==> config.mk <==
export PLATFORM = sky130hd
export DESIGN_NAME = id_ex_hazard_stage
export DESIGN_NICKNAME = d
export VERILOG_FILES = /design/src/rtl/id_ex_hazard_stage.sv
export SDC_FILE = /design/constraint.sdc
export NUM_CORES = 1
export LEC_CHECK = 0
export ABC_CLOCK_PERIOD_IN_PS = 2800
export CAP_MARGIN = 30
export CORE_AREA = 10 10 133 195
export DETAILED_ROUTE_END_ITERATION = 12
export DIE_AREA = 0 0 143 205
export PLACE_DENSITY = 0.77
export SLEW_MARGIN = 20
export SYNTH_ARGS = -nofsm -noshare
export SYNTH_HDL_FRONTEND = slang
export SYNTH_SLANG_ARGS = --single-unit
==> constraint.sdc <==
create_clock -name clk -period 2.8 [get_ports clk]
set_clock_uncertainty 0.05 [all_clocks]
set_input_delay 0.84 -clock clk [delete_from_list [all_inputs] [get_ports clk]]
set_output_delay 0.84 -clock clk [all_outputs]
set_load 0.03 [all_outputs]
==> src/rtl/id_ex_hazard_stage.sv <==
// ID/EX pipeline register with load-use bubble insertion, taken-branch squash,
// data-memory freeze and saturating hazard event counters.
module id_ex_hazard_stage #(
  parameter int XLEN  = 32,
  parameter int CNT_W = 16
) (
  input  logic             clk,
  input  logic             rstn,
  input  logic [XLEN-1:0]  ID_pc,
  input  logic [XLEN-1:0]  ID_rs1_data,
  input  logic [XLEN-1:0]  ID_rs2_data,
  input  logic [XLEN-1:0]  ID_imm,
  input  logic [4:0]       ID_rs1,
  input  logic [4:0]       ID_rs2,
  input  logic [4:0]       ID_rd,
  input  logic             ID_uses_rs1,
  input  logic             ID_uses_rs2,
  input  logic             ID_reg_write,
  input  logic             ID_mem_read,
  input  logic             ID_mem_write,
  input  logic             ID_branch,
  input  logic             ID_alu_src_b,
  input  logic             ID_auipc,
  input  logic [1:0]       ID_mem_to_reg,
  input  logic [3:0]       ID_alu_op,
  input  logic             ID_valid,
  input  logic             branch_taken,
  input  logic             mem_busy,
  output logic [XLEN-1:0]  ID_EX_pc,
  output logic [XLEN-1:0]  ID_EX_rs1_data,
  output logic [XLEN-1:0]  ID_EX_rs2_data,
  output logic [XLEN-1:0]  ID_EX_imm,
  output logic [4:0]       ID_EX_rs1,
  output logic [4:0]       ID_EX_rs2,
  output logic [4:0]       ID_EX_rd,
  output logic             ID_EX_uses_rs1,
  output logic             ID_EX_uses_rs2,
  output logic             ID_EX_reg_write,
  output logic             ID_EX_mem_read,
  output logic             ID_EX_mem_write,
  output logic             ID_EX_branch,
  output logic             ID_EX_alu_src_b,
  output logic             ID_EX_auipc,
  output logic [1:0]       ID_EX_mem_to_reg,
  output logic [3:0]       ID_EX_alu_op,
  output logic             ID_EX_valid,
  output logic             stall_front,
  output logic             flush_if_id,
  output logic [CNT_W-1:0] load_use_cnt,
  output logic [CNT_W-1:0] flush_cnt
);

  typedef struct packed {
    logic [XLEN-1:0] pc;
    logic [XLEN-1:0] rs1_data;
    logic [XLEN-1:0] rs2_data;
    logic [XLEN-1:0] imm;
    logic [4:0]      rs1;
    logic [4:0]      rs2;
    logic [4:0]      rd;
    logic            uses_rs1;
    logic            uses_rs2;
    logic            reg_write;
    logic            mem_read;
    logic            mem_write;
    logic            branch;
    logic            alu_src_b;
    logic            auipc;
    logic [1:0]      mem_to_reg;
    logic [3:0]      alu_op;
    logic            valid;
  } id_ex_t;

  localparam logic [CNT_W-1:0] CNT_MAX = {CNT_W{1'b1}};

  id_ex_t           id_in;
  id_ex_t           id_ex_d, id_ex_q;
  logic [CNT_W-1:0] lu_cnt_d, lu_cnt_q;
  logic [CNT_W-1:0] fl_cnt_d, fl_cnt_q;
  logic             lu, bt;

  assign id_in = '{pc: ID_pc, rs1_data: ID_rs1_data, rs2_data: ID_rs2_data,
                   imm: ID_imm, rs1: ID_rs1, rs2: ID_rs2, rd: ID_rd,
                   uses_rs1: ID_uses_rs1, uses_rs2: ID_uses_rs2,
                   reg_write: ID_reg_write, mem_read: ID_mem_read,
                   mem_write: ID_mem_write, branch: ID_branch,
                   alu_src_b: ID_alu_src_b, auipc: ID_auipc,
                   mem_to_reg: ID_mem_to_reg, alu_op: ID_alu_op,
                   valid: ID_valid};

  // A load targeting x0 never produces a value worth waiting for.
  assign lu = id_ex_q.valid && id_ex_q.mem_read && (id_ex_q.rd != 5'd0) && ID_valid &&
              ((ID_uses_rs1 && (ID_rs1 == id_ex_q.rd)) ||
               (ID_uses_rs2 && (ID_rs2 == id_ex_q.rd)));
  assign bt = branch_taken && id_ex_q.valid;

  always_comb begin
    // NOTE: every output of this block gets a default first so no path infers a latch.
    id_ex_d     = id_ex_q;
    lu_cnt_d    = lu_cnt_q;
    fl_cnt_d    = fl_cnt_q;
    stall_front = 1'b0;
    flush_if_id = 1'b0;
    if (mem_busy) begin
      stall_front = 1'b1;
    end else if (bt) begin
      id_ex_d     = '0;
      flush_if_id = 1'b1;
      if (fl_cnt_q != CNT_MAX) fl_cnt_d = fl_cnt_q + 1'b1;
    end else if (lu) begin
      id_ex_d     = '0;
      stall_front = 1'b1;
      if (lu_cnt_q != CNT_MAX) lu_cnt_d = lu_cnt_q + 1'b1;
    end else begin
      id_ex_d = id_in;
    end
    if (!rstn) begin
      stall_front = 1'b0;
      flush_if_id = 1'b0;
    end
  end

  always_ff @(posedge clk) begin
    // NOTE: state registers use non-blocking assignment so all flops update together.
    if (!rstn) begin
      id_ex_q  <= '0;
      lu_cnt_q <= '0;
      fl_cnt_q <= '0;
    end else begin
      id_ex_q  <= id_ex_d;
      lu_cnt_q <= lu_cnt_d;
      fl_cnt_q <= fl_cnt_d;
    end
  end

  assign ID_EX_pc         = id_ex_q.pc;
  assign ID_EX_rs1_data   = id_ex_q.rs1_data;
  assign ID_EX_rs2_data   = id_ex_q.rs2_data;
  assign ID_EX_imm        = id_ex_q.imm;
  assign ID_EX_rs1        = id_ex_q.rs1;
  assign ID_EX_rs2        = id_ex_q.rs2;
  assign ID_EX_rd         = id_ex_q.rd;
  assign ID_EX_uses_rs1   = id_ex_q.uses_rs1;
  assign ID_EX_uses_rs2   = id_ex_q.uses_rs2;
  assign ID_EX_reg_write  = id_ex_q.reg_write;
  assign ID_EX_mem_read   = id_ex_q.mem_read;
  assign ID_EX_mem_write  = id_ex_q.mem_write;
  assign ID_EX_branch     = id_ex_q.branch;
  assign ID_EX_alu_src_b  = id_ex_q.alu_src_b;
  assign ID_EX_auipc      = id_ex_q.auipc;
  assign ID_EX_mem_to_reg = id_ex_q.mem_to_reg;
  assign ID_EX_alu_op     = id_ex_q.alu_op;
  assign ID_EX_valid      = id_ex_q.valid;
  assign load_use_cnt     = lu_cnt_q;
  assign flush_cnt        = fl_cnt_q;

endmodule

# After elaboration in Yosys (flattened, before gate mapping)

Index checks and enable logic that the tools add are counted.

$add $sub $neg: 2
Equality and inequality tests: 4
Muxes and demuxes: 9
Bitwise logic cells: 2
Reductions and logical operators: 11

Operators with widths:

| operator              | count |
|---|---|
| $mux 158              | 2 |
| $add 16x1->16 const B | 2 |
| $ne 16x16->1 const B  | 2 |
| $eq 5x5->1            | 2 |
| $logic_and 1x1->1     | 7 |
| $mux 1                | 7 |
| $reduce_bool 5->1     | 1 |
| $reduce_and 4->1      | 1 |
| $reduce_and 3->1      | 1 |
| $not 1->1             | 2 |
| $logic_or 1x1->1      | 1 |

Register bits after elaboration: 190
Input port bits: 162
Logic and storage cells: 48

# Depth between registers and ports, before layout

Gate-level depths: netlist of the first run.

Depth in word-level cells: 8
Gate-level depth with buffers: 8

# Least setup slack after synthesis of the first run

No wires, ideal clock.

Path kind: input to output
Start: input port ID_rs2[4]
End: output port stall_front
Arrival: 2261 ps
Required time: 1910 ps
Path slack: -351 ps
Cell stages on the path: 6
Buffers on the path: 1
Cell sequence: xor2_1 -> nor4_2 -> a32oi_2 -> clkbuf_1 -> nor4_1 -> o21a_1

Word-level cells in the longest chain between the ends: 8

RTL lines:

| what              | RTL line | text |
|---|---|---|
| start, declared   | 14       | `input logic [4:0] ID_rs2,` |
| $eq 5x5->1        | 94       | `(ID_uses_rs2 && (ID_rs2 == id_ex_q.rd)));` |
| $logic_and 1x1->1 | 94       |  |
| $logic_or 1x1->1  | 93       | `((ID_uses_rs1 && (ID_rs1 == id_ex_q.rd)) \|\|` |
| $logic_and 1x1->1 | 92       | `assign lu = id_ex_q.valid && id_ex_q.mem_read && (id_ex_q.rd != 5'd0) && ID_valid &&` |
| $mux 1            | 110      | `end else if (lu) begin` |
| $mux 1            | 106      | `end else if (bt) begin` |
| $mux 1            | 104      | `if (mem_busy) begin` |
| $mux 1            | 117      | `if (!rstn) begin` |
| end, declared     | 47       | `output logic stall_front,` |

No other way between the ends.

# Worst setup path in the final report of the first run

Ends and elaborated chain as after synthesis.

==> results_dict.tcl, run 1 <==
set metrics [dict create \
    startpoint_type "input pin" \
    hold_path_class "reg -> reg" \
    final_util_pct 49.7 \
    netlist_top_cells_area "dfxtp_1 58%, a22o_1 21%, buf_6 2.0%, xor2_1 2.0%, clkbuf_1 1.6%" \
    antennaDiodeCount 0 \
    cts_tree "done" \
    cp_slowest_stage_delay_ns 0.32 \
    synth-seq-cells 190 \
    p_per_area_mw_per_mm2 577 \
    ctsRootBufferMaster "clkbuf_16" \
    layoutNonFillerInstCount 1211 \
    yosys_warnings 0 \
    arrival_ns 2.06 \
    gr-total-overflow 0 \
    dpl.cell_count 1181 \
    end_kind "primary output" \
    cts_buffers 17 \
    irDropWorstVdd_mv 0.403 \
    io_pins 354 \
    outcome "finished with violations" \
    antenna_found_initial 0 \
    die_height_um 205 \
    critical_path_required_ns 1.91 \
    synthMuxAreaShare_pct 1.06 \
    violations "setup timing" \
    grt_max_degree 93 \
    cts_num_sinks 190 \
    synth_edf_count 0 \
    synth_top_family_by_area "compound AO/OA/AOI/OAI gates" \
    switchingPower_uw 1700 \
    gp_congestion 0.790 \
    ant_nets 0 \
    cts_setup_buffers 0 \
    synth_compound_area_share_pct 24.7 \
    rows 67 \
    yosys.cell_types.count 45 \
    drc_errors 0 \
    routedWlPerCell_um 19.5 \
    synth_xor_area_share_pct 2.92 \
    detail_route.iter0.violations 210 \
    dpl.hpwl_mm 17.9 \
    track_usage_pct 15.7 \
    vias 5933 \
    synth_nets 735 \
    cp_slowest_cell "nor4_4" \
    p_seq_share_pct 45.7 \
    clockPowerShare_pct 37.1 \
    cts_buffer_depth 2 \
    area_growth_pct 68.3 \
    finalCriticalPeriod_ns 2.95 \
    synthSimpleGateAreaFrac_pct 9.12 \
    yosysTopAreaCell "dfxtp_1" \
    insertion_delay_ns 0.43 \
    syn_inst 571 \
    max_slew_margin_pct 69.2 \
    start_util_pct 29.5 \
    grt_pass1_vias 6324 \
    fin_crit_sh_pct 105 \
    wl_mm 23.7 \
    clk_pin_slew_ns 0.06 \
    fmax_mhz 339 \
    grt_pass1_wl_mm 36.1 \
    rsz0062_at_grt "yes" \
    setup_viol 1 \
    die_w_um 143 \
    critPathTopFamily "simple AND/OR/NAND/NOR gates" \
    hold_viol_final 0 \
    async_reset_ff_share_pct 0 \
    drt_pass1_iterations 4 \
    path_cells "buf_8, xor2_4, nor4_4, a32oi_4, nor4_2, o21a_2, buf_6" \
    p_comb_share_pct 17.2 \
    leakage_uw 0.00413 \
    drive_above_1_share_pct 9.20 \
    crit_fanout 2 \
    synthFlopType "dfxtp_1" \
    die-area_mm2 0.0293 \
    setup_ws_ns -0.147 \
    io_buffers 353 \
    p_int_uw 4710 \
    p_sw_share_pct 26.5 \
    synth.top_cell.area_share_pct 57.6 \
    coreArea_mm2 0.0224 \
    maxCapViolations 0 \
    crit_type "in -> out" \
    crit_buf_inv 2 \
    final-max-slew-violation-count 0 \
    tightest_slew_ns 0.456 \
    htreeDepth 4 \
    yosysSeqAreaShare_pct 57.6 \
    nets 1086 \
    netlist_area_mm2 0.00660 \
    syn_avg_cell_area_um2 11.6 \
    synthAdderAreaFrac_pct 0.379 \
    vias_per_cell 4.90 \
]
## cells by family (layout without fill, tap and decap cells)
group | count (synthesis) | in the layout
AOI/OAI and AO/OA | 194 | 194
xor gates and xnor gates | 22 | 22
adders and majority gates | 2 | 2
buffers and inverters | 49 | 413
DFF | 190 | 190
muxes | 7 | 7
and+or+nand+nor | 107 | 107
## cell usage in the layout (no fill, tap or decap), types with 7 or more instances in the layout
cell	n
a22o_1	158
dfxtp_1	189
o31ai_1	8
nand4_1	8
xor2_1	8
nand2_1	17
nor2_1	20
nand3_1	11
mux2i_1	7
clkbuf_16	17
a21oi_1	11
clkdlybuf4s50_1	339
or4_1	9
clkinv_2	8
buf_4	20
## synthesized netlist by cell type (4+ instances only)
| cell type | n |
|---|---|
| and2_1 | 6 |
| o31ai_1 | 8 |
| inv_1 | 4 |
| nand3_1 | 11 |
| xnor2_1 | 7 |
| buf_6 | 12 |
| or4_1 | 10 |
| nand2_1 | 17 |
| clkbuf_1 | 28 |
| xor2_1 | 15 |
| nor2_1 | 20 |
| dfxtp_1 | 190 |
| mux2i_1 | 7 |
| nand4_1 | 8 |
| buf_2 | 4 |
| nor3_1 | 6 |
| nand2b_1 | 6 |
| a22o_1 | 158 |
| nor4_1 | 5 |
| a21oi_1 | 11 |
| o21ai_0 | 6 |
## metal layers
| metal | track usage [%] | part of all wire [%] |
|---|---|---|
| met3 | 7.25 | 9.8 |
| met4 | 6.02 | 2.1 |
| met1 | 17.1 | 39 |
| met2 | 26.1 | 50 |
| met5 | 0 | 0 |
## path summary, 6_finish.rpt
kind / startpoint / end / cells after the start / slack [ns]
worst min register to register: ID_EX_rs1_data[30]$_SDFFE_PN0N_ / ID_EX_rs1_data[30]$_SDFFE_PN0N_ / 1 / 0.42
worst min-delay path: ID_EX_rs1_data[30]$_SDFFE_PN0N_ / ID_EX_rs1_data[30]$_SDFFE_PN0N_ / 1 / 0.42
worst max register to register: ID_EX_rd[3]$_SDFFE_PN0N_ / ID_EX_rs2_data[31]$_SDFFE_PN0N_ / 7 / 0.32
worst max-delay path: ID_rs2[4] / stall_front / 7 / -0.15
## per-stage QoR
stage	total power [µW]	setup WS [ns]	setup TNS, ns	instance area, µm²	hold WS (ns)
6_report	6410	-0.147	-0.147	11100	0.423
4_1_cts	6500	-0.162	-0.162	11100	0.428
3_5_place_dp	4080	-0.858	-122.50	10500	0.403
3_3_place_gp	4070	-0.817	-113.03	10500	0.405
5_1_grt	6660	-0.244	-0.244	11100	0.435
2_1_floorplan	3480	-0.245	-0.245	6620	0.546
## area by class of cell
class | count | area, µm²
clock buffers | 17 | 425
clock inverters | 15 | 144
fillers | 2025 | 11300
inverters | 5 | 18.8
multi-input cells | 332 | 2640
flip-flops and latches | 190 | 3800
well taps | 276 | 345
repair buffers | 376 | 3730
## power by group through the flow
stage	registers [µW]	clock network, µW	logic, µW
2_1_floorplan	3240	0	239
3_3_place_gp	2980	0	1090
3_5_place_dp	2980	0	1100
4_1_cts	2930	2460	1120
5_1_grt	2940	2550	1160
6_report	2930	2380	1100
## timing repair
item / CTS / global route
cloned: 0 / 0
gates resized for setup: 52 / 1
pin swaps: 5 / 0
hold buffers: 0 / 0
setup endpoints to repair: 159 / 1
No activity file was read; power rests on OpenSTA's default activity.
==> run 2: changes to the inputs <==
--- a/config.mk
+++ b/config.mk
@@ -7,10 +7,10 @@
 export LEC_CHECK = 0
 export ABC_CLOCK_PERIOD_IN_PS = 2800
 export CAP_MARGIN = 30
-export CORE_AREA = 10 10 133 195
+export CORE_AREA = 10 10 124 182
 export DETAILED_ROUTE_END_ITERATION = 12
-export DIE_AREA = 0 0 143 205
-export PLACE_DENSITY = 0.77
+export DIE_AREA = 0 0 134 192
+export PLACE_DENSITY = 0.86
 export SLEW_MARGIN = 20
 export SYNTH_ARGS = -nofsm -noshare
 export SYNTH_HDL_FRONTEND = slang
==> run 2 against run 1 <==
The run still ends with setup timing left. Wire length is 6.8% higher. Combinational power hardly changed. Total power is 0.72% higher. Sequential cell count stayed put. Highest routed layer unchanged.
==> results_dict.tcl, run 2 (synthesized netlist as in run 1, its figures left out) <==
set metrics [dict create \
    cp_slowest_stage_delay_ns 0.46 \
    io_pins 354 \
    final_util_pct 58.0 \
    crit_type "in -> out" \
    layoutNonFillerInstCount 1196 \
    final_cell_mix "341 x clkdlybuf4s50_1, 188 x dfxtp_1, 158 x a22o_1, 25 x buf_4, 19 x nor2_1" \
    dpl.hpwl_mm 19.2 \
    area_growth_pct 68.4 \
    hold_path_end "ID_EX_rs2_data[25]$_SDFFE_PN0N_" \
    htreeDepth 4 \
    die_height_um 192 \
    drive_above_1_share_pct 8.84 \
    vias_per_cell 5.06 \
    drt_pass1_iterations 5 \
    nets 1091 \
    maxCapViolations 0 \
    cts_tree "done" \
    whs_ns 0.423 \
    drc_errors 0 \
    final-max-slew-violation-count 0 \
    gp_congestion 0.821 \
    ant_nets 0 \
    outcome "finished with violations" \
    timing.rr.start "ID_EX_rd[4]$_SDFFE_PN0N_" \
    path_cells "clkdlybuf4s50_1, and2_1, a32oi_4, nor4_2, o21a_2, buf_6" \
    fin_crit_sh_pct 107 \
    insertion_delay_ns 0.44 \
    min-delay-start "ID_EX_rs2_data[25]$_SDFFE_PN0N_" \
    clk_pin_slew_ns 0.07 \
    hold_viol_final 0 \
    die_w_um 134 \
    critical_path_required_ns 1.91 \
    postPlaceCellArea_mm2 0.0105 \
    startpoint_type "input pin" \
    rows 62 \
    antenna_found_initial 2 \
    gr-total-overflow 0 \
    violations "setup timing" \
    coreArea_mm2 0.0192 \
    dpl.cell_count 1164 \
    start_util_pct 34.5 \
    p_per_area_mw_per_mm2 581 \
    cts_buffers 17 \
    reg2reg_setup_slack_ns 0.32 \
    critPathTopFamily "buffers and inverters" \
    crit_fanout 2 \
    tightest_slew_ns 0.470 \
    fmax_mhz 332 \
    final_common_cell "clkdlybuf4s50_1" \
    setup-tns-final_ns -0.208 \
    die-area_mm2 0.0257 \
    cp_slowest_cell "clkdlybuf4s50_1" \
    timing.rr.end "ID_EX_rs2_data[1]$_SDFFE_PN0N_" \
    io_buffers 353 \
    setup_viol 1 \
    cts.hold.buffers_added 0 \
    worstRegToRegCells 8 \
    cts_num_sinks 190 \
    grt_max_degree 71 \
    hold_path_class "reg -> reg" \
    cts_buffer_depth 2 \
    grt_pass1_vias 6426 \
    rsz0062_at_grt "yes" \
    ctsRootBufferMaster "clkbuf_16" \
    grt_pass1_wl_mm 37.4 \
    track_usage_pct 18.7 \
    max_slew_margin_pct 68.2 \
    irDropWorstVdd_mv 0.394 \
    finalCriticalPeriod_ns 3.01 \
    vias 6055 \
    routedWlPerCell_um 21.1 \
    end_kind "primary output" \
    setup_ws_ns -0.208 \
    leakage_uw 0.00415 \
    arrival_ns 2.12 \
    wl_mm 25.3 \
    detail_route.iter0.violations 301 \
    design_area_mm2 0.0111 \
    worstHoldPathCells 1 \
    crit_buf_inv 2 \
]
## run 2: area by class of cell
| type | instances | area [µm²] |
|---|---|---|
| Sequential cell | 190 | 3810 |
| Clock inverter | 10 | 114 |
| Inverter | 5 | 18.8 |
| Multi-Input combinational cell | 332 | 2620 |
| Fill cell | 1564 | 8040 |
| Tap cell | 256 | 320 |
| Clock buffer | 21 | 460 |
| Timing Repair Buffer | 381 | 3780 |
| Antenna cell | 1 | 2.50 |
## run 2: worst max-delay path by stage
stage,startpoint,slack [ns],cells past startpoint,endpoint
after floorplan,ID_rs2[0],-0.25,6,stall_front
after global placement,ID_rs2[4],-0.70,8,stall_front
after detailed placement,ID_rs2[4],-0.69,8,stall_front
after CTS,ID_rs2[4],-0.21,8,stall_front
after global routing,ID_rs2[4],-0.26,8,stall_front
final,ID_uses_rs1,-0.21,6,stall_front
## run 2: repair_timing
action	4_1_cts	5_1_grt
endpoints found under the setup margin	159	1
setup buffers	0	0
pin swaps	5	0
resized for setup	38	3
## run 2: per-layer routing
layer | vias to the layer above | global-route usage, % | part of all wire (%)
li1 | 2868 | - | -
met1 | 2891 | 19.2 | 37
met2 | 274 | 32.8 | 52
met3 | 22 | 9.23 | 10
met4 | 0 | 5.63 | 1.1
met5 | - | 0 | 0
## run 2: report_power, final
part | switching [µW] | internal, µW | leakage [µW]
Sequential | 89.2 | 2840 | 0.00156
Clock | 1050 | 1360 | 0.000283
Combinational | 552 | 563 | 0.00230
Total | 1690 | 4760 | 0.00415
## run 2: stage by stage
stage / setup WS [ns] / power (µW)
after floorplan: -0.245 / 3480
after global routing: -0.258 / 6670
after detailed placement: -0.693 / 4090
after global placement: -0.700 / 4080
final: -0.208 / 6450
after CTS: -0.215 / 6500
==> run 3: changes to the inputs <==
--- a/config.mk
+++ b/config.mk
@@ -10,7 +10,9 @@
 export CORE_AREA = 10 10 124 182
 export DETAILED_ROUTE_END_ITERATION = 12
 export DIE_AREA = 0 0 134 192
+export HOLD_SLACK_MARGIN = 0.15
 export PLACE_DENSITY = 0.86
+export REMOVE_ABC_BUFFERS = 1
 export SLEW_MARGIN = 20
 export SYNTH_ARGS = -nofsm -noshare
 export SYNTH_HDL_FRONTEND = slang
==> run 3 against run 2 <==
The flow still finishes with violations (setup timing). Hold slack about the same. Clock power up 6%. Cell count down 0.25%. Via count up 1.1%.
==> results_dict.tcl, run 3 (synthesized netlist as in run 1, its figures left out) <==
set metrics [dict create \
    outcome "finished with violations" \
    violations "setup timing" \
    finalCriticalPeriod_ns 3.05 \
    drive_above_1_share_pct 8.22 \
    cts_setup_buffers 0 \
    wl_mm 25.2 \
    startpoint_type "input pin" \
    area_growth_pct 68.6 \
    crit_type "in -> out" \
    crit_fanout 2 \
    grt_pass1_wl_mm 37.7 \
    nets 1088 \
    min-delay-start "ID_EX_pc[9]$_SDFFE_PN0N_" \
    htreeDepth 4 \
    hold_path_end "ID_EX_pc[9]$_SDFFE_PN0N_" \
    grt_pass1_vias 6541 \
    ant_nets 0 \
    multiInputGateArea_mm2 0.00256 \
    dpl_worst_slack_ns -0.693 \
    final_util_pct 58.1 \
    fillers 1588 \
    end_kind "primary output" \
    leakage_uw 0.00417 \
    drt_pass1_iterations 4 \
    io_buffers 353 \
    vias 6124 \
    timing.rr.end "ID_EX_rs1_data[20]$_SDFFE_PN0N_" \
    drc_errors 0 \
    coreArea_mm2 0.0192 \
    fmax_mhz 328 \
    fin_crit_sh_pct 109 \
    cts_buffer_depth 2 \
    regArea_mm2 0.00381 \
    setup_viol 1 \
    setup_ws_ns -0.253 \
    antennaDiodeCount 0 \
    ctsRootBufferMaster "clkbuf_16" \
    die_height_um 192 \
    rsz0062_at_grt "yes" \
    worstHoldPathCells 1 \
    arrival_ns 2.16 \
    antenna_found_initial 1 \
    dpl.cell_count 1161 \
    clk_pin_slew_ns 0.06 \
    final-max-slew-violation-count 0 \
    worstRegToRegCells 7 \
    hold_viol_final 0 \
    io_pins 354 \
    timing.rr.start "ID_EX_rd[3]$_SDFFE_PN0N_" \
    grt_max_degree 80 \
    rows 62 \
    cts_num_sinks 190 \
    cts.hold.buffers_added 0 \
    hold_path_class "reg -> reg" \
    die-area_mm2 0.0257 \
    dpl.hpwl_mm 19.3 \
    reg2reg_setup_slack_ns 0.28 \
    die_w_um 134 \
    cts_buffers 17 \
    start_util_pct 34.5 \
    detail_route.iter0.violations 375 \
    final_cell_mix "341 x clkdlybuf4s50_1, 188 x dfxtp_1, 158 x a22o_1, 20 x nor2_1, 19 x buf_4" \
    critical_path_required_ns 1.91 \
    final_common_cell "clkdlybuf4s50_1" \
    insertion_delay_ns 0.42 \
    vias_per_cell 5.13 \
    gp_congestion 0.839 \
    gr-total-overflow 0 \
    maxCapViolations 0 \
    cts_tree "done" \
    layoutNonFillerInstCount 1193 \
    max_slew_margin_pct 60.8 \
    routedWlPerCell_um 21.1 \
    track_usage_pct 18.8 \
    tightest_slew_ns 0.580 \
    setup-tns-final_ns -0.253 \
    irDropWorstVdd_mv 0.393 \
    p_per_area_mw_per_mm2 593 \
]
## run 3: cell count changes in the layout (fill, tap and decap cells not counted), moves of 2 or more
cell      change
clkbuf_8      +3
buf_12        +3
buf_4         -6
xor2_1        +2
buf_6         +2
## run 3: worst max path at each step
stage              start                      endpoint  slack (ns)  cells after the start
6_report       ID_rs1[3]                   stall_front       -0.25                      7
5_1_grt        ID_rs1[3]                   stall_front       -0.33                      7
4_1_cts        ID_rs2[0]                   stall_front       -0.24                      7
3_5_place_dp   ID_rs2[4]                   stall_front       -0.69                      7
3_3_place_gp   ID_rs1[0]                   stall_front       -0.63                      7
2_1_floorplan  ID_rs1[1]  ID_EX_alu_op[0]$_SDFFE_PN0N_       -2.47                      5
## run 3: cell type report
cell class / count / area share (%)
Clock buffer: 23 / 4.47
Multi-Input combinational cell: 332 / 23.0
Timing Repair Buffer: 378 / 34.1
Inverter: 5 / 0.169
Clock inverter: 9 / 1.17
Tap cell: 256 / 2.88
Sequential cell: 190 / 34.2
## run 3: report_power, final
group	switching (µW)	total (µW)	internal, µW
Clock	1030	2550	1530
Combinational	546	1110	563
Sequential	93.6	2940	2840
## run 3: critical path, cell delays in order
cell and delay, ns:
clkdlybuf4s15_1 0.19, xor2_1 0.16, nor4_2 0.33, a32oi_2 0.10, nor4_1 0.21, o21a_1 0.20, buf_6 0.14
## run 3: metrics by stage
stage	hold WS, ns	area, µm²	power (µW)
4_1_cts	0.427	11100	6660
3_3_place_gp	0.405	10500	4080
6_report	0.424	11100	6600
3_5_place_dp	0.405	10500	4100
2_1_floorplan	0.541	6340	3460
5_1_grt	0.437	11100	6830
## run 3: what timing repair did
action | in CTS | in global routing
setup endpoints to repair | 159 | 1
pin swaps | 5 | 0
gates resized for setup | 35 | 0
endpoints found under the hold margin | 0 | 0
## run 3: routing by layer
layer | wire, µm | global-route usage, % | vias up
li1 | - | - | 2863
met1 | 9150 | 19.1 | 2956
met2 | 13100 | 32.9 | 273
met3 | 2330 | 8.66 | 30
met4 | 565 | 7.43 | 2
met5 | 13 | 0 | -
